===== src/rtl/parking_slot_manager.sv =====
// Multi-bay parking controller: token-checked entry/exit, per-slot entry timestamps, lockout after repeated failures.
// Optional build macro CONFIRM_TIMEOUT_EN adds a confirm timeout in WAIT_CONFIRM.
module parking_slot_manager #(
  parameter int SLOTS       = 4,
  parameter int TOKEN_W     = 3,
  parameter int TIME_W      = 8,
  parameter int MAX_TRIES   = 3,
  parameter int LOCK_CYCLES = 16,
  parameter int TIMEOUT     = 32,
  localparam int IDX_W      = (SLOTS > 1) ? $clog2(SLOTS) : 1,
  localparam int CNT_W      = $clog2(SLOTS + 1)
) (
  input  logic               clock,
  input  logic               reset,
  input  logic [TOKEN_W-1:0] system_token,
  input  logic [TOKEN_W-1:0] user_token,
  input  logic               request,
  input  logic               exit_req,
  input  logic [IDX_W-1:0]   slot_id,
  input  logic               confirm,
  input  logic [TIME_W-1:0]  time_data,
  output logic               grant,
  output logic               deny,
  output logic               locked,
  output logic               busy,
  output logic [IDX_W-1:0]   alloc_slot,
  output logic [SLOTS-1:0]   occupied,
  output logic [CNT_W-1:0]   free_count,
  output logic [TIME_W-1:0]  entry_time_out,
  output logic [TIME_W-1:0]  duration_out
);

  localparam int FAIL_W = $clog2(MAX_TRIES + 1);
  localparam int LCK_W  = (LOCK_CYCLES > 1) ? $clog2(LOCK_CYCLES) : 1;

  typedef enum logic [1:0] {
    IDLE         = 2'd0,
    WAIT_CONFIRM = 2'd1,
    LOCKOUT      = 2'd2
  } state_e;

  typedef enum logic {
    MODE_ENTRY = 1'b0,
    MODE_EXIT  = 1'b1
  } mode_e;

  state_e              state_q, state_d;
  mode_e               mode_q, mode_d;
  logic [IDX_W-1:0]    slot_q, slot_d;
  logic [FAIL_W-1:0]   fail_q, fail_d;
  logic [LCK_W-1:0]    lock_cnt_q, lock_cnt_d;
  logic                grant_q, grant_d;
  logic                deny_q, deny_d;
  logic [IDX_W-1:0]    alloc_slot_q, alloc_slot_d;
  logic [SLOTS-1:0]    occupied_q, occupied_d;
  logic [CNT_W-1:0]    free_count_q, free_count_d;
  logic [TIME_W-1:0]   entry_time_out_q, entry_time_out_d;
  logic [TIME_W-1:0]   duration_out_q, duration_out_d;
  logic [TIME_W-1:0]   entry_time_q [SLOTS];
  logic [TIME_W-1:0]   entry_time_d [SLOTS];

  logic [IDX_W-1:0]    free_idx;
  logic                slot_in_range;
  logic                token_match;

`ifdef CONFIRM_TIMEOUT_EN
  localparam int TO_W = (TIMEOUT > 1) ? $clog2(TIMEOUT) : 1;
  logic [TO_W-1:0]     to_cnt_q, to_cnt_d;
`else
  // TIMEOUT only matters when the confirm timeout is compiled in.
  logic                unused_timeout;
  assign unused_timeout = (TIMEOUT > 0);
`endif

  assign slot_in_range = (32'(slot_id) < 32'(SLOTS));
  assign token_match   = (user_token == system_token);

  // Lowest-index free bay; only consulted when at least one bay is free.
  always_comb begin
    free_idx = '0;
    for (int i = SLOTS - 1; i >= 0; i--) begin
      if (!occupied_q[i]) free_idx = IDX_W'(i);
    end
  end

  always_comb begin
    state_d          = state_q;
    mode_d           = mode_q;
    slot_d           = slot_q;
    fail_d           = fail_q;
    lock_cnt_d       = lock_cnt_q;
    grant_d          = 1'b0;
    deny_d           = 1'b0;
    alloc_slot_d     = alloc_slot_q;
    occupied_d       = occupied_q;
    free_count_d     = free_count_q;
    entry_time_out_d = entry_time_out_q;
    duration_out_d   = duration_out_q;
    entry_time_d     = entry_time_q;
`ifdef CONFIRM_TIMEOUT_EN
    to_cnt_d         = to_cnt_q;
`endif

    case (state_q)
      IDLE: begin
`ifdef CONFIRM_TIMEOUT_EN
        to_cnt_d = '0;
`endif
        if (exit_req) begin
          if (slot_in_range && occupied_q[slot_id]) begin
            state_d = WAIT_CONFIRM;
            mode_d  = MODE_EXIT;
            slot_d  = slot_id;
          end else begin
            deny_d = 1'b1;
          end
        end else if (request) begin
          if (free_count_q == '0) begin
            deny_d = 1'b1;
          end else begin
            state_d = WAIT_CONFIRM;
            mode_d  = MODE_ENTRY;
          end
        end
      end

      WAIT_CONFIRM: begin
        if (confirm) begin
          state_d = IDLE;
          if (token_match) begin
            grant_d = 1'b1;
            fail_d  = '0;
            if (mode_q == MODE_ENTRY) begin
              alloc_slot_d           = free_idx;
              entry_time_d[free_idx] = time_data;
              occupied_d[free_idx]   = 1'b1;
              free_count_d           = free_count_q - CNT_W'(1);
              entry_time_out_d       = time_data;
              duration_out_d         = '0;
            end else begin
              // Modular subtraction handles a clock wrap between entry and exit.
              alloc_slot_d         = slot_q;
              entry_time_out_d     = entry_time_q[slot_q];
              duration_out_d       = time_data - entry_time_q[slot_q];
              occupied_d[slot_q]   = 1'b0;
              free_count_d         = free_count_q + CNT_W'(1);
            end
          end else begin
            deny_d = 1'b1;
            if (fail_q == FAIL_W'(MAX_TRIES - 1)) begin
              state_d    = LOCKOUT;
              fail_d     = '0;
              lock_cnt_d = '0;
            end else begin
              fail_d = fail_q + FAIL_W'(1);
            end
          end
`ifdef CONFIRM_TIMEOUT_EN
        end else if (to_cnt_q == TO_W'(TIMEOUT - 1)) begin
          deny_d  = 1'b1;
          state_d = IDLE;
        end else begin
          to_cnt_d = to_cnt_q + TO_W'(1);
        end
`else
        end
`endif
      end

      LOCKOUT: begin
        if (lock_cnt_q == LCK_W'(LOCK_CYCLES - 1)) begin
          state_d = IDLE;
        end else begin
          lock_cnt_d = lock_cnt_q + LCK_W'(1);
        end
      end

      default: state_d = IDLE;
    endcase
  end

  always_ff @(posedge clock or negedge reset) begin
    if (!reset) begin
      state_q          <= IDLE;
      mode_q           <= MODE_ENTRY;
      slot_q           <= '0;
      fail_q           <= '0;
      lock_cnt_q       <= '0;
      grant_q          <= 1'b0;
      deny_q           <= 1'b0;
      alloc_slot_q     <= '0;
      occupied_q       <= '0;
      free_count_q     <= CNT_W'(SLOTS);
      entry_time_out_q <= '0;
      duration_out_q   <= '0;
      for (int i = 0; i < SLOTS; i++) entry_time_q[i] <= '0;
`ifdef CONFIRM_TIMEOUT_EN
      to_cnt_q         <= '0;
`endif
    end else begin
      state_q          <= state_d;
      mode_q           <= mode_d;
      slot_q           <= slot_d;
      fail_q           <= fail_d;
      lock_cnt_q       <= lock_cnt_d;
      grant_q          <= grant_d;
      deny_q           <= deny_d;
      alloc_slot_q     <= alloc_slot_d;
      occupied_q       <= occupied_d;
      free_count_q     <= free_count_d;
      entry_time_out_q <= entry_time_out_d;
      duration_out_q   <= duration_out_d;
      for (int i = 0; i < SLOTS; i++) entry_time_q[i] <= entry_time_d[i];
`ifdef CONFIRM_TIMEOUT_EN
      to_cnt_q         <= to_cnt_d;
`endif
    end
  end

  assign grant          = grant_q;
  assign deny           = deny_q;
  assign locked         = (state_q == LOCKOUT);
  assign busy           = (state_q != IDLE);
  assign alloc_slot     = alloc_slot_q;
  assign occupied       = occupied_q;
  assign free_count     = free_count_q;
  assign entry_time_out = entry_time_out_q;
  assign duration_out   = duration_out_q;

endmodule


===== config.mk =====
export PLATFORM = sky130hd
export DESIGN_NAME = parking_slot_manager
export DESIGN_NICKNAME = d
export VERILOG_FILES = /design/src/rtl/parking_slot_manager.sv
export SDC_FILE = /design/constraint.sdc
export NUM_CORES = 1
export LEC_CHECK = 0
export CORE_MARGIN = 8
export CORE_UTILIZATION = 41
export DETAILED_ROUTE_END_ITERATION = 10
export SLEW_MARGIN = 30
export SYNTH_ARGS = -nofsm -noshare
export SYNTH_HDL_FRONTEND = slang
export SYNTH_SLANG_ARGS = --single-unit

===== constraint.sdc =====
create_clock -name clock -period 2.8 [get_ports clock]
set_input_delay 0.56 -clock clock [delete_from_list [all_inputs] [get_ports clock]]
set_output_delay 0.56 -clock clock [all_outputs]
set_load 0.01 [all_outputs]

# Word level (Yosys, flattened, before mapping)
# Cells that the tools add are included.
# Widths: inputs -> output; s select.
[word_totals]
ff_bits = 70
inputBits = 21
[classes]
addsub = 5
magnitude_cmp = 8
eq_ne = 15
n_mux = 51
n_bitwise = 6
n_reduce_logical = 15
[ops]
columns = ["cell", "n"]
rows = [
  ["$mux 8", 5],
  ["$bwmux 32", 1],
  ["$mux 2", 15],
  ["$mux 4", 5],
  ["$bmux 8 s2", 1],
  ["$demux 8 s2", 1],
  ["$mux 1", 16],
  ["$ne 2x2->1 const B", 5],
  ["$reduce_and 5->1", 2],
  ["$lt 2x3->1 const B", 3],
  ["$ne 3x3->1 const B", 3],
  ["$pmux 4 s2", 1],
  ["$reduce_and 4->1", 2],
  ["$sub 8x8->8", 1],
  ["$ge 3x3->1 const B", 2],
  ["$not 2->3", 2],
  ["$pmux 2 s3", 1],
  ["$reduce_and 3->1", 2],
  ["$reduce_bool 2->1", 3],
  ["$add 4x1->4 const B", 1],
  ["$and 4x4->4", 1],
  ["$demux 1 s2", 2],
  ["$eq 2x2->1 const B", 2],
  ["$eq 4x4->1 const B", 1],
  ["other kinds (18)", 22],
]

# Logic depth before layout (Yosys ltp)
# Gate-level depths: netlist (run 1).
[logic_depth]
depth_word = 10
depth_mapped = 10
depth_no_buf = 9

# Worst setup path before layout (run 1)
# No wires, ideal clock.
[synth_path]
path_type = "register to register"
start = "register slot_q[0]"
end = "register duration_out_q[7], in the netlist duration_out[7]"
setup_time_ns = 0.127
t_arrival_ns = 2.385
required_ns = 2.673
slack_ns = 0.288
path_stages_with_launch = 10
path_buffers = 2
synth_period_minus_slack_ns = 2.512
path_cell_list = "dfrtp_1 > clkbuf_1 > buf_2 > mux4_2 > inv_1 > ha_1 > a2111o_1 > o22ai_1 > xnor2_1 > o21ai_0"
[synth_via]
elab_chain_cells = 6
[synth_rtl]
columns = ["item", "line", "text"]
rows = [
  ["start, declared", "49", "logic [IDX_W-1:0] slot_q, slot_d;"],
  ["start signal, assigned", "203", "slot_q <= slot_d;"],
  ["$not 2->3 (not written as such)", "144", "duration_out_d = time_data - entry_time_q[slot_q];"],
  ["$bmux 8 s2", "144", ""],
  ["$mux 8 (not written as such) (2 in series)", "144", ""],
  ["$sub 8x8->8", "144", ""],
  ["$mux 8", "133", "if (mode_q == MODE_ENTRY) begin"],
  ["end signal, assigned", "212", "duration_out_q <= duration_out_d;"],
  ["end, declared", "58", "logic [TIME_W-1:0] duration_out_q, duration_out_d;"],
]
# No other way between the ends. The select of a mux whose other input is x is not followed.
# A chain may end at the register's enable or synchronous reset.

# Worst setup path in the final report (run 1)
[layout_path]
start = "register slot_q[0]"
end = "register duration_out_q[6], in the netlist duration_out[6]"
# The elaborated chain is that of the path after synthesis.

==> impl_metrics.json, run 1 <==
{
  "outcome": "finished, final reports clean",
  "critPathKind": "reg2reg",
  "drive_gt1_share_pct": 22.7,
  "yosysMostFrequentCell": "dfrtp_1",
  "grt_usage_pct": 13.3,
  "min_path_type": "in2async",
  "areaGrowthSynthToFinish_pct": 25.4,
  "first_global_vias": 2391,
  "synth_cells": 286,
  "worstSetupEndpointType": "flip-flop",
  "synth_top_area_share_pct": 49.9,
  "final_util_pct": 52.7,
  "drtPass1Iterations": 4,
  "grt_first_pass_wirelength_um": 12100,
  "num_io_pins": 50,
  "place_hpwl_um": 5380,
  "nets": 381,
  "post-route-period-util_pct": 88.2,
  "port_buffers": 49,
  "insertion_delay_ns": 0.34,
  "cts_hold_repair.buffers": 0,
  "post_cts_buffers": 0,
  "synthesis.nets": 318,
  "synth_area_leaders": "dfrtp_1, mux2_2, mux4_2, o21ai_0, nand2_1",
  "clk_pin_slew_ns": 0.07,
  "p_per_area_mw_per_mm2": 905,
  "hold_violations": 0,
  "die_area_mm2": 0.0116,
  "start_util_pct": 42.1,
  "antenna_cells": 0,
  "placedInstanceArea_mm2": 0.00413,
  "synthDistinctLibCells": 39,
  "cts_tree": "done",
  "critPathLaunchType": "flip-flop",
  "timing.fmax_mhz": 405,
  "ir_drop_mv": 0.389,
  "report.final.slew_viol_count": 0,
  "cap_violations": 0,
  "rows": 33,
  "seq_area_frac_synth_pct": 50.7,
  "worst_ep_required_time_ns": 3.02,
  "cts-root-buf": "clkbuf_8",
  "postRouteAntennaNets": 0,
  "worst_slew_pin_slew_ns": 0.587,
  "clock_path_buffers": 2,
  "fin_skew_ns": 0.00940,
  "leakagePower_nw": 1.98,
  "routed_wirelength_um": 7110,
  "avgRoutedWirePerCell_um": 15.5,
  "die_w_um": 108,
  "ys_warn_count": 0,
  "gp_congestion": 0.768,
  "fill_cells": 728,
  "synth_edf_count": 0,
  "slew_headroom_pct": 60.9,
  "synthesis.area_mm2": 0.00346,
  "cts.sinks": 70,
  "drt_first_iter_violations": 82,
  "cts_made_buffers": 9,
  "ys.flop_type": "dfrtp_1",
  "vias": 2319,
  "worstPathMaxFanout": 9,
  "ys_top_cells_by_count": "dfrtp_1, mux2_2, nand2_1",
  "drc_errors": 0,
  "grt_setup_unrepaired": "no",
  "viasPerCell": 5.07,
  "syn_area_per_cell_um2": 12.1,
  "async_reset_ff_share_pct": 100,
  "finalCriticalPeriod_ns": 2.47,
  "final_cell_area_mm2": 0.00433,
  "grt_max_degree": 36,
  "finalSetupViolCount": 0,
  "die_y_um": 108,
  "ys_ff_latch": 70,
  "core-area_mm2": 0.00822,
  "arrival_ns": 2.69,
  "yosys.area.top_type": "dfrtp_1",
  "fin_setup_tns_ns": 0,
  "overflow": 0,
  "antenna_found_initial": 0,
  "cts_htree_levels": 3
}
cell type report:
type | instances | area (um2) | share of cell area [%]
Sequential cell | 70 | 1750 | 40.5
Multi-Input combinational cell | 190 | 1600 | 37.0
Timing Repair Buffer | 62 | 583 | 13.5
Tap cell | 105 | 131 | 3.03
Clock buffer | 10 | 128 | 2.94
Clock inverter | 4 | 73.8 | 1.70
Inverter | 16 | 61.3 | 1.41
worst max-delay path, stage by stage, from the launching register on:
cell and delay, ns:
dfrtp_2 0.52, mux4_2 0.42, ha_1 0.14, inv_1 0.05
fa_1 0.41, a211oi_1 0.29, o21bai_1 0.10, a21oi_1 0.18
xor2_1 0.15, o21ai_0 0.09
cell families (layout without fill, tap and decap cells):
kind of cell | count (synthesis) | after routing | share of synthesized area (%)
buf+inv | 26 | 92 | 2.93
flops | 70 | 70 | 50.7
mux | 52 | 52 | 19.6
simple gates | 55 | 55 | 8.72
compound gates | 59 | 59 | 10.4
xor+xnor | 13 | 13 | 3.29
fa+ha+maj | 11 | 11 | 4.42
report_power, final:
group,switching (mW),internal [mW]
clock,0.350,0.492
combinational,0.678,0.826
sequential,0.255,1.32
cell usage in the layout, fill, tap and decap left out, types with 6 or more instances in the layout:
cell             Yosys  routed
dfrtp_1             69      68
inv_1               15      15
buf_4                0      13
mux2i_1              8       8
mux2_2              35      35
a21oi_1              8       8
o21ai_0             26      26
clkdlybuf4s50_1      0      48
mux4_2               9       9
ha_1                 9       9
xnor2_1              8       8
nand2b_1             6       6
clkbuf_8             0       9
nand2_1             31      31
state kept, by name, indices dropped and copies added (netlist names), 2 cells and up:
name            cells
lock_cnt_q          4
entry_time_out      8
state_q             2
entry_time_q       32
free_count          3
occupied            4
fail_q              2
duration_out        8
slot_q              2
alloc_slot          2
path summary, 6_finish.rpt:
kind                                           endpoint  slack (ns)                   startpoint  depth (start not counted)
min                           lock_cnt_q[2]$_DFFE_PN0P_        0.22                        reset                          1
min in group clock          duration_out[1]$_DFFE_PN0P_        0.48  duration_out[1]$_DFFE_PN0P_                          2
max reg2reg                 duration_out[6]$_DFFE_PN0P_        0.33        slot_q[0]$_DFFE_PN0P_                          9
max in group asynchronous  entry_time_q[29]$_DFFE_PN0P_        1.81                        reset                          2
max                         duration_out[6]$_DFFE_PN0P_        0.33        slot_q[0]$_DFFE_PN0P_                          9
min reg2reg                 duration_out[1]$_DFFE_PN0P_        0.48  duration_out[1]$_DFFE_PN0P_                          2
stage by stage:
step,total power [mW],setup slack (ns),cells,hold slack (ns)
final,3.92,0.330,457,0.219
after floorplan,2.47,0.288,286,0.264
after detailed placement,3.13,0.0713,443,0.467
after global routing,4.21,0.144,457,0.256
after global placement,3.11,0.0799,443,0.458
after CTS,4.00,0.140,457,0.222
per-layer routing:
layer  share of wire [%]  vias to the layer above  track usage (%)
met4                 1.0                        0             4.16
met1                  48                     1134             17.7
li1                    -                     1141                -
met5                   0                        -                0
met2                  46                       38             20.2
met3                 5.0                        6             4.37
repair_timing:
action                     CTS  global route
setup endpoints to repair    0             1
resized for setup            0             1
hold endpoints to repair     0             0
No activity file was read; power rests on OpenSTA's default activity.
==> inputs of run 2 (changes only) <==
CORE_UTILIZATION = 49   (was 41)
PLACE_DENSITY = 0.73   (was unset)
==> run 2 against run 1 <==
Compared with the run above: register-to-register slack worse by 0.11 ns; global-route usage is 2.4 points higher; critical path depth is 2 lower; worst setup slack worse by 0.11 ns; via count is 3.0% higher; largest cell class unchanged.
==> impl_metrics.json, run 2 (synthesis gave the netlist of run 1 again) <==
{
  "critPathLaunchType": "flip-flop",
  "antenna_found_initial": 0,
  "grt_max_degree": 41,
  "overflow": 0,
  "grt_usage_pct": 15.8,
  "met2_usage_pct": 23.8,
  "p_per_area_mw_per_mm2": 907,
  "reg2regPathDepth": 7,
  "critPathKind": "reg2reg",
  "port_buffers": 49,
  "areaGrowthSynthToFinish_pct": 25.6,
  "die_w_um": 100,
  "slew_headroom_pct": 51.1,
  "cts.sinks": 70,
  "grt_setup_unrepaired": "no",
  "drc_errors": 0,
  "cpPeakStageDelay_ns": 0.63,
  "cts-root-buf": "clkbuf_8",
  "drtPass1Iterations": 4,
  "post_cts_resize_count": 0,
  "largest_register_ffs": 32,
  "final_util_pct": 63.9,
  "cts_hold_repair.buffers": 0,
  "drt_first_iter_violations": 114,
  "arrival_ns": 2.80,
  "finalNonFillerCells": 451,
  "die_y_um": 100,
  "rows": 30,
  "gp_congestion": 0.806,
  "hold_violations": 0,
  "postRouteAntennaNets": 0,
  "grt_first_pass_wirelength_um": 12400,
  "antenna_cells": 0,
  "fill_cells": 550,
  "final_cell_area_mm2": 0.00434,
  "cts_htree_levels": 3,
  "worst_ep_required_time_ns": 3.02,
  "avgRoutedWirePerCell_um": 16.3,
  "die_area_mm2": 0.0100,
  "worstPathMaxFanout": 8,
  "routed_wirelength_um": 7360,
  "worst_slew_pin_slew_ns": 0.734,
  "cap_violations": 0,
  "critPathBufInv": 1,
  "met1_usage_pct": 21.0,
  "core-area_mm2": 0.00679,
  "nets": 382,
  "worstSetupEndpointType": "flip-flop",
  "clock_path_buffers": 2,
  "grt_util_met3_pct": 3.39,
  "drive_gt1_share_pct": 23.1,
  "vias": 2388,
  "placedInstanceArea_mm2": 0.00414,
  "layout_common_cells": "dfrtp_1, clkdlybuf4s50_1, mux2_2",
  "num_io_pins": 50,
  "crit_slowest_cell": "dfrtp_1",
  "finalCriticalPeriod_ns": 2.58,
  "final_common_cell": "dfrtp_1",
  "min_path_type": "in2async",
  "first_global_vias": 2471,
  "busiest_layer": "met2",
  "insertion_delay_ns": 0.34,
  "timing.fmax_mhz": 388,
  "outcome": "finished, final reports clean",
  "cts_tree": "done",
  "path_cells": "mux4_2 > inv_1 > ha_1 > a2111o_1 > o22ai_1 > xnor2_1 > o21ai_0",
  "leakagePower_nw": 1.99,
  "place_hpwl_um": 5420,
  "clk_pin_slew_ns": 0.07,
  "cp.depth": 7,
  "cp_top_family": "compound AO/OA/AOI/OAI gates",
  "fin_setup_tns_ns": 0,
  "placed_cells": 435,
  "report.final.slew_viol_count": 0,
  "post_cts_buffers": 0,
  "regMostFlops": "entry_time_q",
  "finalSetupViolCount": 0,
  "ir_drop_mv": 0.452,
  "viasPerCell": 5.29,
  "post-route-period-util_pct": 92.1,
  "fin_skew_ns": 0.0112,
  "cts_made_buffers": 9,
  "start_util_pct": 50.9
}
## run 2: worst paths after layout
kind                                                 to                   startpoint  slack (ns)
max                         duration_out[7]$_DFFE_PN0P_        slot_q[0]$_DFFE_PN0P_        0.22
min                           lock_cnt_q[1]$_DFFE_PN0P_                        reset        0.27
max reg2reg                 duration_out[7]$_DFFE_PN0P_        slot_q[0]$_DFFE_PN0P_        0.22
min reg2reg                 duration_out[1]$_DFFE_PN0P_  duration_out[1]$_DFFE_PN0P_        0.47
max in group asynchronous  entry_time_q[28]$_DFFE_PN0P_                        reset        1.87
min in group clock          duration_out[1]$_DFFE_PN0P_  duration_out[1]$_DFFE_PN0P_        0.47
## run 2: metal layers
layer,wire (um),vias to the layer above
met5,0,-
li1,-,1146
met1,3410,1179
met3,349,9
met4,121,0
met2,3480,54
## run 2: report_power, final
| group | switching [mW] | total [mW] | internal (mW) |
|---|---|---|---|
| Combinational | 0.706 | 1.54 | 0.838 |
| Clock | 0.371 | 0.827 | 0.456 |
| Sequential | 0.247 | 1.57 | 1.32 |
## run 2: worst reg2reg max path: stages, from the launching register on
cell and delay (ns):
dfrtp_1 0.63, mux4_2 0.62, inv_1 0.09, ha_1 0.28, a2111o_1 0.40, o22ai_1 0.19
xnor2_1 0.15, o21ai_0 0.10
## run 2: per-stage QoR
stage	worst slack [ns]	total power, mW	hold WS (ns)
final	0.220	3.94	0.270
after floorplan	0.288	2.47	0.264
after global placement	0.169	3.09	0.454
after CTS	0.182	3.98	0.292
after global routing	0.0428	4.21	0.316
after detailed placement	0.135	3.14	0.460
## run 2: final cells by class
cell class	count	area, um2	share of cell area (%)
Clock buffer	12	155	3.57
Sequential cell	70	1750	40.4
Tap cell	96	120	2.77
Timing Repair Buffer	63	603	13.9
Clock inverter	4	45.0	1.04
Multi-Input combinational cell	190	1600	36.9
Inverter	16	61.3	1.41
